$ cat config.mk
export PLATFORM = sky130hd
export DESIGN_NAME = uart_rx_deserializer_flat
export DESIGN_NICKNAME = d
export VERILOG_FILES = /design/src/rtl/uart_rx_deserializer_if.sv /design/src/rtl/uart_rx_deserializer.sv /design/src/flat_wrapper.sv
export SDC_FILE = /design/constraint.sdc
export NUM_CORES = 1
export LEC_CHECK = 0
export CORE_UTILIZATION = 34
export CTS_CLUSTER_DIAMETER = 100
export DETAILED_ROUTE_END_ITERATION = 6
export GPL_TIMING_DRIVEN = 0
export PLACE_DENSITY_LB_ADDON = 0.25
export REMOVE_ABC_BUFFERS = 1
export SKIP_CTS_REPAIR_TIMING = 1
export SLEW_MARGIN = 20
export SYNTH_ARGS = -nofsm -noshare
export SYNTH_HDL_FRONTEND = slang
export SYNTH_SLANG_ARGS = --single-unit
export TNS_END_PERCENT = 1
$ cat constraint.sdc
create_clock -name CLK -period 1.5 [get_ports CLK]
set_input_delay 0.3 -clock CLK [delete_from_list [all_inputs] [get_ports CLK]]
set_output_delay 0.3 -clock CLK [all_outputs]
set_load 0.01 [all_outputs]
$ cat src/rtl/uart_rx_deserializer_if.sv
// Signal bundle between the UART receiver and its surroundings: serial line,
// oversample tick, frame format controls and the received-word outputs.
interface uart_rx_deserializer_if #(
  parameter int DATA_WIDTH = 8
);
  logic                  RX_IN;
  logic                  SAMPLE_EN;
  logic                  PAR_EN;
  logic                  PAR_TYP;
  logic [DATA_WIDTH-1:0] DATA_OUT;
  logic                  DATA_VALID;
  logic                  PAR_ERR;
  logic                  STOP_ERR;
  logic                  BUSY;

  // Driver of the line and format controls; observer of the received word.
  modport master (
    output RX_IN, SAMPLE_EN, PAR_EN, PAR_TYP,
    input  DATA_OUT, DATA_VALID, PAR_ERR, STOP_ERR, BUSY
  );

  // The receiver itself.
  modport slave (
    input  RX_IN, SAMPLE_EN, PAR_EN, PAR_TYP,
    output DATA_OUT, DATA_VALID, PAR_ERR, STOP_ERR, BUSY
  );
endinterface

$ cat src/rtl/uart_rx_deserializer.sv
// Oversampling UART receiver: 2-flop line sync, 3-sample majority vote, LSB-first
// shift-in, stop check. Define UART_RX_PARITY_EN to build the parity bit check.
module uart_rx_deserializer #(
  parameter int DATA_WIDTH = 8,
  parameter int OVERSAMPLE = 16
) (
  input logic                   CLK,
  input logic                   RST,
  uart_rx_deserializer_if.slave bus
);

  localparam int TW = $clog2(OVERSAMPLE);
  localparam int BW = $clog2(DATA_WIDTH);

  localparam logic [TW-1:0] TICK_S0   = TW'(OVERSAMPLE / 2 - 1);
  localparam logic [TW-1:0] TICK_S1   = TW'(OVERSAMPLE / 2);
  localparam logic [TW-1:0] TICK_VOTE = TW'(OVERSAMPLE / 2 + 1);
  localparam logic [TW-1:0] TICK_LAST = TW'(OVERSAMPLE - 1);
  localparam logic [BW-1:0] BIT_LAST  = BW'(DATA_WIDTH - 1);

`ifdef UART_RX_PARITY_EN
  typedef enum logic [2:0] {IDLE, START, DATA, PARITY, STOP} state_e;
`else
  typedef enum logic [2:0] {IDLE, START, DATA, STOP} state_e;
`endif

  state_e                state_q, state_d;
  logic                  rx_meta_q, rx_s_q;
  logic [TW-1:0]         tick_q, tick_d;
  logic [BW-1:0]         bit_q, bit_d;
  logic                  s0_q, s0_d, s1_q, s1_d;
  logic [DATA_WIDTH-1:0] shift_q, shift_d;
  logic [DATA_WIDTH-1:0] dout_q, dout_d;
  logic                  valid_q, valid_d;
  logic                  serr_q, serr_d;
  logic                  perr_q, perr_d;
`ifdef UART_RX_PARITY_EN
  logic                  par_en_q, par_en_d;
  logic                  par_typ_q, par_typ_d;
  logic                  par_bad_q, par_bad_d;
`else
  logic                  unused_par_inputs;
  assign unused_par_inputs = bus.PAR_EN ^ bus.PAR_TYP;
`endif

  logic tick, at_vote, at_wrap, vote;

  assign tick    = bus.SAMPLE_EN;
  assign at_vote = tick && (tick_q == TICK_VOTE);
  assign at_wrap = tick && (tick_q == TICK_LAST);
  // Third sample is taken live from the synchronizer on the deciding tick.
  assign vote    = (s0_q & s1_q) | (s0_q & rx_s_q) | (s1_q & rx_s_q);

  // ---------------------------------------------------------------------------
  // State and datapath registers
  // ---------------------------------------------------------------------------
  // NOTE: every register here uses <= so all of them sample the pre-edge values;
  // blocking assignments would let later lines see already-updated state.
  always_ff @(posedge CLK or negedge RST) begin
    if (!RST) begin
      state_q   <= IDLE;
      // NOTE: the synchronizer resets to the idle line level (1), not 0, so a
      // reset release never looks like a start bit.
      rx_meta_q <= 1'b1;
      rx_s_q    <= 1'b1;
      tick_q    <= '0;
      bit_q     <= '0;
      s0_q      <= 1'b0;
      s1_q      <= 1'b0;
      shift_q   <= '0;
      dout_q    <= '0;
      valid_q   <= 1'b0;
      serr_q    <= 1'b0;
      perr_q    <= 1'b0;
`ifdef UART_RX_PARITY_EN
      par_en_q  <= 1'b0;
      par_typ_q <= 1'b0;
      par_bad_q <= 1'b0;
`endif
    end else begin
      state_q   <= state_d;
      rx_meta_q <= bus.RX_IN;
      rx_s_q    <= rx_meta_q;
      tick_q    <= tick_d;
      bit_q     <= bit_d;
      s0_q      <= s0_d;
      s1_q      <= s1_d;
      shift_q   <= shift_d;
      dout_q    <= dout_d;
      valid_q   <= valid_d;
      serr_q    <= serr_d;
      perr_q    <= perr_d;
`ifdef UART_RX_PARITY_EN
      par_en_q  <= par_en_d;
      par_typ_q <= par_typ_d;
      par_bad_q <= par_bad_d;
`endif
    end
  end

  // ---------------------------------------------------------------------------
  // Next-state logic
  // ---------------------------------------------------------------------------
  // NOTE: each combinational block assigns a default to every output first, so
  // no path leaves a signal unassigned and no latch is inferred.
  always_comb begin
    state_d = state_q;
    if (tick) begin
      unique case (state_q)
        IDLE:  if (!rx_s_q) state_d = START;
        START: begin
          if (at_vote && vote) state_d = IDLE;
          else if (at_wrap)    state_d = DATA;
        end
        DATA: begin
          if (at_wrap && (bit_q == BIT_LAST)) begin
`ifdef UART_RX_PARITY_EN
            state_d = par_en_q ? PARITY : STOP;
`else
            state_d = STOP;
`endif
          end
        end
`ifdef UART_RX_PARITY_EN
        PARITY: if (at_wrap) state_d = STOP;
`endif
        STOP:    if (at_vote) state_d = IDLE;
        default: state_d = IDLE;
      endcase
    end
  end

  // ---------------------------------------------------------------------------
  // Counters, sampling, shift register and frame evaluation
  // ---------------------------------------------------------------------------
  always_comb begin
    tick_d    = tick_q;
    bit_d     = bit_q;
    s0_d      = s0_q;
    s1_d      = s1_q;
    shift_d   = shift_q;
    dout_d    = dout_q;
    valid_d   = 1'b0;
    serr_d    = 1'b0;
    perr_d    = 1'b0;
`ifdef UART_RX_PARITY_EN
    par_en_d  = par_en_q;
    par_typ_d = par_typ_q;
    par_bad_d = par_bad_q;
`endif
    if (tick) begin
      if (state_q == IDLE) begin
        if (!rx_s_q) begin
          tick_d    = '0;
          bit_d     = '0;
`ifdef UART_RX_PARITY_EN
          par_en_d  = bus.PAR_EN;
          par_typ_d = bus.PAR_TYP;
          par_bad_d = 1'b0;
`endif
        end
      end else begin
        tick_d = (tick_q == TICK_LAST) ? '0 : tick_q + TW'(1);
        if (tick_q == TICK_S0) s0_d = rx_s_q;
        if (tick_q == TICK_S1) s1_d = rx_s_q;
        if ((state_q == DATA) && (tick_q == TICK_LAST))
          bit_d = (bit_q == BIT_LAST) ? '0 : bit_q + BW'(1);
        if (tick_q == TICK_VOTE) begin
          unique case (state_q)
            DATA: shift_d = {vote, shift_q[DATA_WIDTH-1:1]};
`ifdef UART_RX_PARITY_EN
            PARITY: par_bad_d = vote ^ (^shift_q) ^ par_typ_q;
`endif
            STOP: begin
              serr_d = ~vote;
`ifdef UART_RX_PARITY_EN
              perr_d = par_en_q & par_bad_q;
`endif
              if (vote && !perr_d) begin
                valid_d = 1'b1;
                dout_d  = shift_q;
              end
            end
            default: ;
          endcase
        end
      end
    end
  end

  // ---------------------------------------------------------------------------
  // Outputs
  // ---------------------------------------------------------------------------
  assign bus.DATA_OUT   = dout_q;
  assign bus.DATA_VALID = valid_q;
  assign bus.STOP_ERR   = serr_q;
  assign bus.BUSY       = (state_q != IDLE);
`ifdef UART_RX_PARITY_EN
  assign bus.PAR_ERR    = perr_q;
`else
  assign bus.PAR_ERR    = 1'b0;
  logic unused_perr;
  assign unused_perr = perr_q;
`endif

endmodule

$ cat src/flat_wrapper.sv
// flat-port wrapper written by rule: the top's interface ports become plain ports
module uart_rx_deserializer_flat 
#(
  parameter int DATA_WIDTH = 8,
  parameter int OVERSAMPLE = 16
)
  (CLK, RST, bus_RX_IN, bus_SAMPLE_EN, bus_PAR_EN, bus_PAR_TYP, bus_DATA_OUT, bus_DATA_VALID, bus_PAR_ERR, bus_STOP_ERR, bus_BUSY);
  uart_rx_deserializer_if #(.DATA_WIDTH(DATA_WIDTH)) bus_i ();
  input logic CLK;
  input logic RST;
  input wire logic [$bits(bus_i.RX_IN)-1:0] bus_RX_IN;
  input wire logic [$bits(bus_i.SAMPLE_EN)-1:0] bus_SAMPLE_EN;
  input wire logic [$bits(bus_i.PAR_EN)-1:0] bus_PAR_EN;
  input wire logic [$bits(bus_i.PAR_TYP)-1:0] bus_PAR_TYP;
  output wire logic [$bits(bus_i.DATA_OUT)-1:0] bus_DATA_OUT;
  output wire logic [$bits(bus_i.DATA_VALID)-1:0] bus_DATA_VALID;
  output wire logic [$bits(bus_i.PAR_ERR)-1:0] bus_PAR_ERR;
  output wire logic [$bits(bus_i.STOP_ERR)-1:0] bus_STOP_ERR;
  output wire logic [$bits(bus_i.BUSY)-1:0] bus_BUSY;
  assign bus_i.RX_IN = bus_RX_IN;
  assign bus_i.SAMPLE_EN = bus_SAMPLE_EN;
  assign bus_i.PAR_EN = bus_PAR_EN;
  assign bus_i.PAR_TYP = bus_PAR_TYP;
  assign bus_DATA_OUT = bus_i.DATA_OUT;
  assign bus_DATA_VALID = bus_i.DATA_VALID;
  assign bus_PAR_ERR = bus_i.PAR_ERR;
  assign bus_STOP_ERR = bus_i.STOP_ERR;
  assign bus_BUSY = bus_i.BUSY;
  uart_rx_deserializer #(.DATA_WIDTH(DATA_WIDTH), .OVERSAMPLE(OVERSAMPLE)) u_core (.CLK(CLK), .RST(RST), .bus(bus_i));
endmodule
## Word level (Yosys, flattened, before mapping)

Index checks and enable logic that the tools add are counted.

| word-level totals | value |
|---|---|
| flip-flop bits (word level) | 32 |
| input port bits | 6 |
| output and inout bits | 12 |
| logic and storage cells | 69 |

| cells by class | value |
|---|---|
| add/subtract/negate cells | 2 |
| equality and inequality tests | 12 |
| mux-type cells | 22 |
| bitwise operators | 7 |
| reductions and logical operators | 15 |

Operators with widths:

| operator | count |
|---|---|
| $mux W3 | 9 |
| $eq A4 B4 Y1 const B | 3 |
| $mux W4 | 3 |
| $pmux W3 S4 | 1 |
| $reduce_and A5 Y1 | 2 |
| $mux W1 | 9 |
| $reduce_and A3 Y1 | 3 |
| $eq A3 B2 Y1 const B | 2 |
| $logic_and A1 B1 Y1 | 5 |
| $add A4 B1 Y4 const B | 1 |
| $eq A4 B3 Y1 const B | 1 |
| $ne A2 B1 Y1 const B | 2 |
| $reduce_and A4 Y1 | 1 |
| $add A3 B1 Y3 const B | 1 |
| $and A1 B1 Y1 | 3 |
| $eq A3 B1 Y1 const B | 1 |
| $eq A3 B3 Y1 const B | 1 |
| $logic_not A3 Y1 | 1 |
| $ne A3 B1 Y1 const B | 1 |
| $reduce_bool A3 Y1 | 1 |
| $ne A2 B2 Y1 const B | 1 |
| $not A1 Y1 | 2 |
| $or A1 B1 Y1 | 2 |
| $reduce_and A2 Y1 | 1 |
| $reduce_bool A2 Y1 | 1 |

## Logic depth before layout (Yosys ltp)

| logic depth | value |
|---|---|
| word-level depth | 8 |
| gate-level depth with buffers | 6 |
| depth with buffers taken out | 5 |

## Least setup slack after synthesis

Ideal clock, no wire load.

| timing | value |
|---|---|
| path kind | reg2reg |
| start | register u_core.tick_q[1] |
| end | register u_core.shift_q[0] |
| setup time | 125 ps |
| arrival | 1,445 ps |
| required time | 1,375 ps |
| path slack | -70 ps |
| cell stages (with the launch flop) | 7 |
| period minus slack after synthesis | 1,570 ps |
| path through | dfrtp_1 -> inv_1 -> ha_1 -> and3b_4 -> and4b_1 -> buf_6 -> mux2_4 |

| on the way | value |
|---|---|
| cells in the longest elaborated chain, start to end | 2 |

RTL lines:

| what | RTL line | source |
|---|---|---|
| start: declaration | uart_rx_deserializer.sv:29 | `logic [TW-1:0] tick_q, tick_d;` |
| start signal: assignment | uart_rx_deserializer.sv:84 | `tick_q <= tick_d;` |
| $eq A4 B4 Y1 | uart_rx_deserializer.sv:168 | `if (tick_q == TICK_VOTE) begin` |
| $reduce_and A4 Y1 (no source line) | n/a |  |
| end signal: assignment | uart_rx_deserializer.sv:88 | `shift_q <= shift_d;` |
| end: declaration | uart_rx_deserializer.sv:32 | `logic [DATA_WIDTH-1:0] shift_q, shift_d;` |

No other way between the ends.
A chain may end at the register's enable or synchronous reset.

## Worst setup path in the final report

Same ends and word-level chain as after synthesis.

==> results.json <==
{
  "p_leak_uw": 0.00101,
  "crit_buf_inv": 1,
  "setup_slack_ns": -0.139,
  "syn_area_per_cell_um2": 13.0,
  "endpoint_kind": "flip-flop",
  "drtIter0Drc": 47,
  "die_y_um": 68.0,
  "diodes": 0,
  "worstSetupPathType": "flip-flop to flip-flop",
  "clk_pin_slew_ns": 0.06,
  "ys_seq_elements": 31,
  "violations": "setup timing",
  "dpl.hpwl_um": 1590,
  "port_buffers": 14,
  "dieArea_mm2": 0.00462,
  "drt_wl_total_um": 2580,
  "wire_per_inst_um": 13.8,
  "status": "finished, violations left",
  "setup_violations": 20,
  "dr.pass1.iters": 4,
  "cts-buffers-inserted": 5,
  "synthCells": 114,
  "groute.usage.overall": 0.130,
  "ys.flop_type": "dfrtp_1",
  "crit_chain": "inv_1 > ha_1 > and3b_4 > and4b_4 > mux2_4",
  "switching_share": 0.292,
  "clock_latency_ns": 0.29,
  "tritoncts": "built",
  "synth.cell_area_mm2": 0.00148,
  "synth_top_area_share": 0.490,
  "hold_viol_final": 0,
  "io_pins": 18,
  "maxCapViolCount": 0,
  "cp_max_fo": 8,
  "yosysWarnings": 0,
  "relSlewSlack": 0.554,
  "vias": 936,
  "slew_viol_final": 0,
  "synth_most_common_cell": "dfrtp_1",
  "drive_gt1_frac": 0.387,
  "dpl_cell_area_mm2": 0.00163,
  "htreeDepth": 2,
  "worst_slew_pin_slew_ns": 0.669,
  "grt-ovfl-total": 0,
  "vias_per_cell": 5.01,
  "synth_edf_count": 0,
  "period_minus_slack_ns": 1.64,
  "clock_sinks": 31,
  "nets": 147,
  "core.rowCount": 23,
  "antenna_found_initial": 0,
  "ant_nets": 0,
  "crit_slowest_cell": "dfrtp_1",
  "clkPwrFrac": 0.322,
  "combPwrFrac": 0.248,
  "gp_congestion": 0.797,
  "switchingPower_uw": 775,
  "power_density_mw_per_mm2": 1440,
  "arrival_ns": 1.81,
  "grt_max_degree": 32,
  "yosysSeqAreaShare": 0.526,
  "design_area_mm2": 0.00184,
  "grt_pass1_vias": 908,
  "synth_cell_types": 38,
  "ys_top_cells_by_area": "dfrtp_1 (49%), mux2_2 (9.9%), mux2_4 (8.1%), ha_1 (4.2%), dfstp_2 (3.6%)",
  "area_delta_synth_final_pct": 24.6,
  "synth_top_cells_by_count": "dfrtp_1 (29), mux2_2 (13), mux2_4 (8), ha_1 (5), inv_1 (5)",
  "p_int_uw": 1880,
  "clock_skew_ns": 0.0103,
  "yosysTopAreaCell": "dfrtp_1",
  "clock.fmax_ghz": 0.610,
  "start_util": 0.362,
  "synth_async_sr_flop_share": 1.00,
  "worstHoldPathType": "primary input to async pin",
  "seq_power_share": 0.430,
  "start_kind": "flip-flop",
  "die_w_um": 68.0,
  "cp_slowest_stage_delay_ns": 0.39,
  "rsz0062_at_grt": "yes",
  "grt_pass1_wl_um": 4230,
  "route.detailed.drc": 0,
  "path_delay_family": "simple AND/OR/NAND/NOR gates",
  "core-area_mm2": 0.00409,
  "cts_max_path_buffers": 2,
  "final_util": 0.451,
  "cts_root_buf": "clkbuf_8",
  "setup_tns_ns": -1.94,
  "vdd_drop_max_v": 0.00105,
  "required_ns": 1.67,
  "period_share": 1.09
}
-- sequential cells by signal, indices dropped and copies added, names as in the netlist --
| name | count |
|---|---|
| u_core.s1_q | 1 |
| u_core.shift_q | 8 |
| u_core.state_q | 2 |
| u_core.bus.STOP_ERR | 1 |
| u_core.bus.DATA_VALID | 1 |
| u_core.rx_meta_q | 1 |
| u_core.s0_q | 1 |
| u_core.bit_q | 3 |
| u_core.tick_q | 4 |
| u_core.bus.DATA_OUT | 8 |
| u_core.rx_s_q | 1 |
-- power by group through the flow --
stage / registers [uW] / clock network, uW / logic (uW)
2_1_floorplan: 1110 / 0 / 392
3_3_place_gp: 1150 / 0 / 476
3_5_place_dp: 1170 / 0 / 495
4_1_cts: 1150 / 872 / 499
5_1_grt: 1160 / 908 / 746
6_report: 1140 / 855 / 658
-- cells by family (layout without fill, tap and decap cells) --
kind of cell | count (synthesis) | after routing | share of synthesized area
AO/OA/AOI/OAI | 17 | 17 | 0.0854
adder cells (fa/ha/maj) | 6 | 6 | 0.0490
buffers and inverters | 12 | 35 | 0.0482
flip-flops | 31 | 31 | 0.526
multiplexers | 21 | 21 | 0.180
other | 1 | 1 | 0.00253
AND/OR/NAND/NOR | 26 | 26 | 0.109
-- layer usage --
metal,part of all wire,GRT usage
met1,0.46,0.151
met5,0,0
met2,0.47,0.200
met4,0.027,0.0859
met3,0.043,0.0450
-- worst register-to-register path, stage by stage (launching register included) --
cell and delay [ns]:
dfrtp_1 0.39, inv_1 0.09, ha_1 0.14, and3b_4 0.22, and4b_4 0.37, mux2_4 0.32
-- layout by cell type, fill, tap and decap left out, drive strengths merged, types with 3 or more instances in the layout --
cell type,instances
buf,9
clkdlybuf4s50,3
nor2,4
o21ai,4
ha,5
mux2,21
dfrtp,29
dlymetal6s2s,10
nand2b,3
nor3,4
clkbuf,6
inv,5
-- through the flow --
stage               hold WS [ns]  setup WS [ns]  total power (uW)  cells
floorplan                0.00441         -0.222              1510    107
global placement           0.345         -0.545              1630    171
detailed placement         0.347         -0.571              1660    171
CTS                       0.0705         -0.554              2520    179
global route               0.106         -0.177              2810    187
finish                    0.0422         -0.139              2650    187
-- final cells by class --
class / count / area (um^2)
Clock buffer: 6 / 82.6
Clock inverter: 2 / 35.0
Fill cell: 394 / 2240
Inverter: 5 / 18.8
Multi-Input combinational cell: 71 / 642
Sequential cell: 31 / 783
Tap cell: 50 / 62.6
Timing Repair Buffer: 22 / 220
-- worst paths after layout --
kind | cells after the start | end | slack [ns] | from
worst max-delay path | 5 | u_core.shift_q[0] | -0.14 | u_core.tick_q[1]
worst min-delay path | 1 | u_core.bus.DATA_OUT[1] | 0.04 | RST
worst max register to register | 5 | u_core.shift_q[0] | -0.14 | u_core.tick_q[1]
worst min register to register | 0 | u_core.rx_s_q | 0.36 | u_core.rx_meta_q
max in group asynchronous | 1 | u_core.tick_q[0] | 0.98 | RST
min in group CLK | 0 | u_core.rx_s_q | 0.36 | u_core.rx_meta_q
No activity file was read; power rests on OpenSTA's default activity.
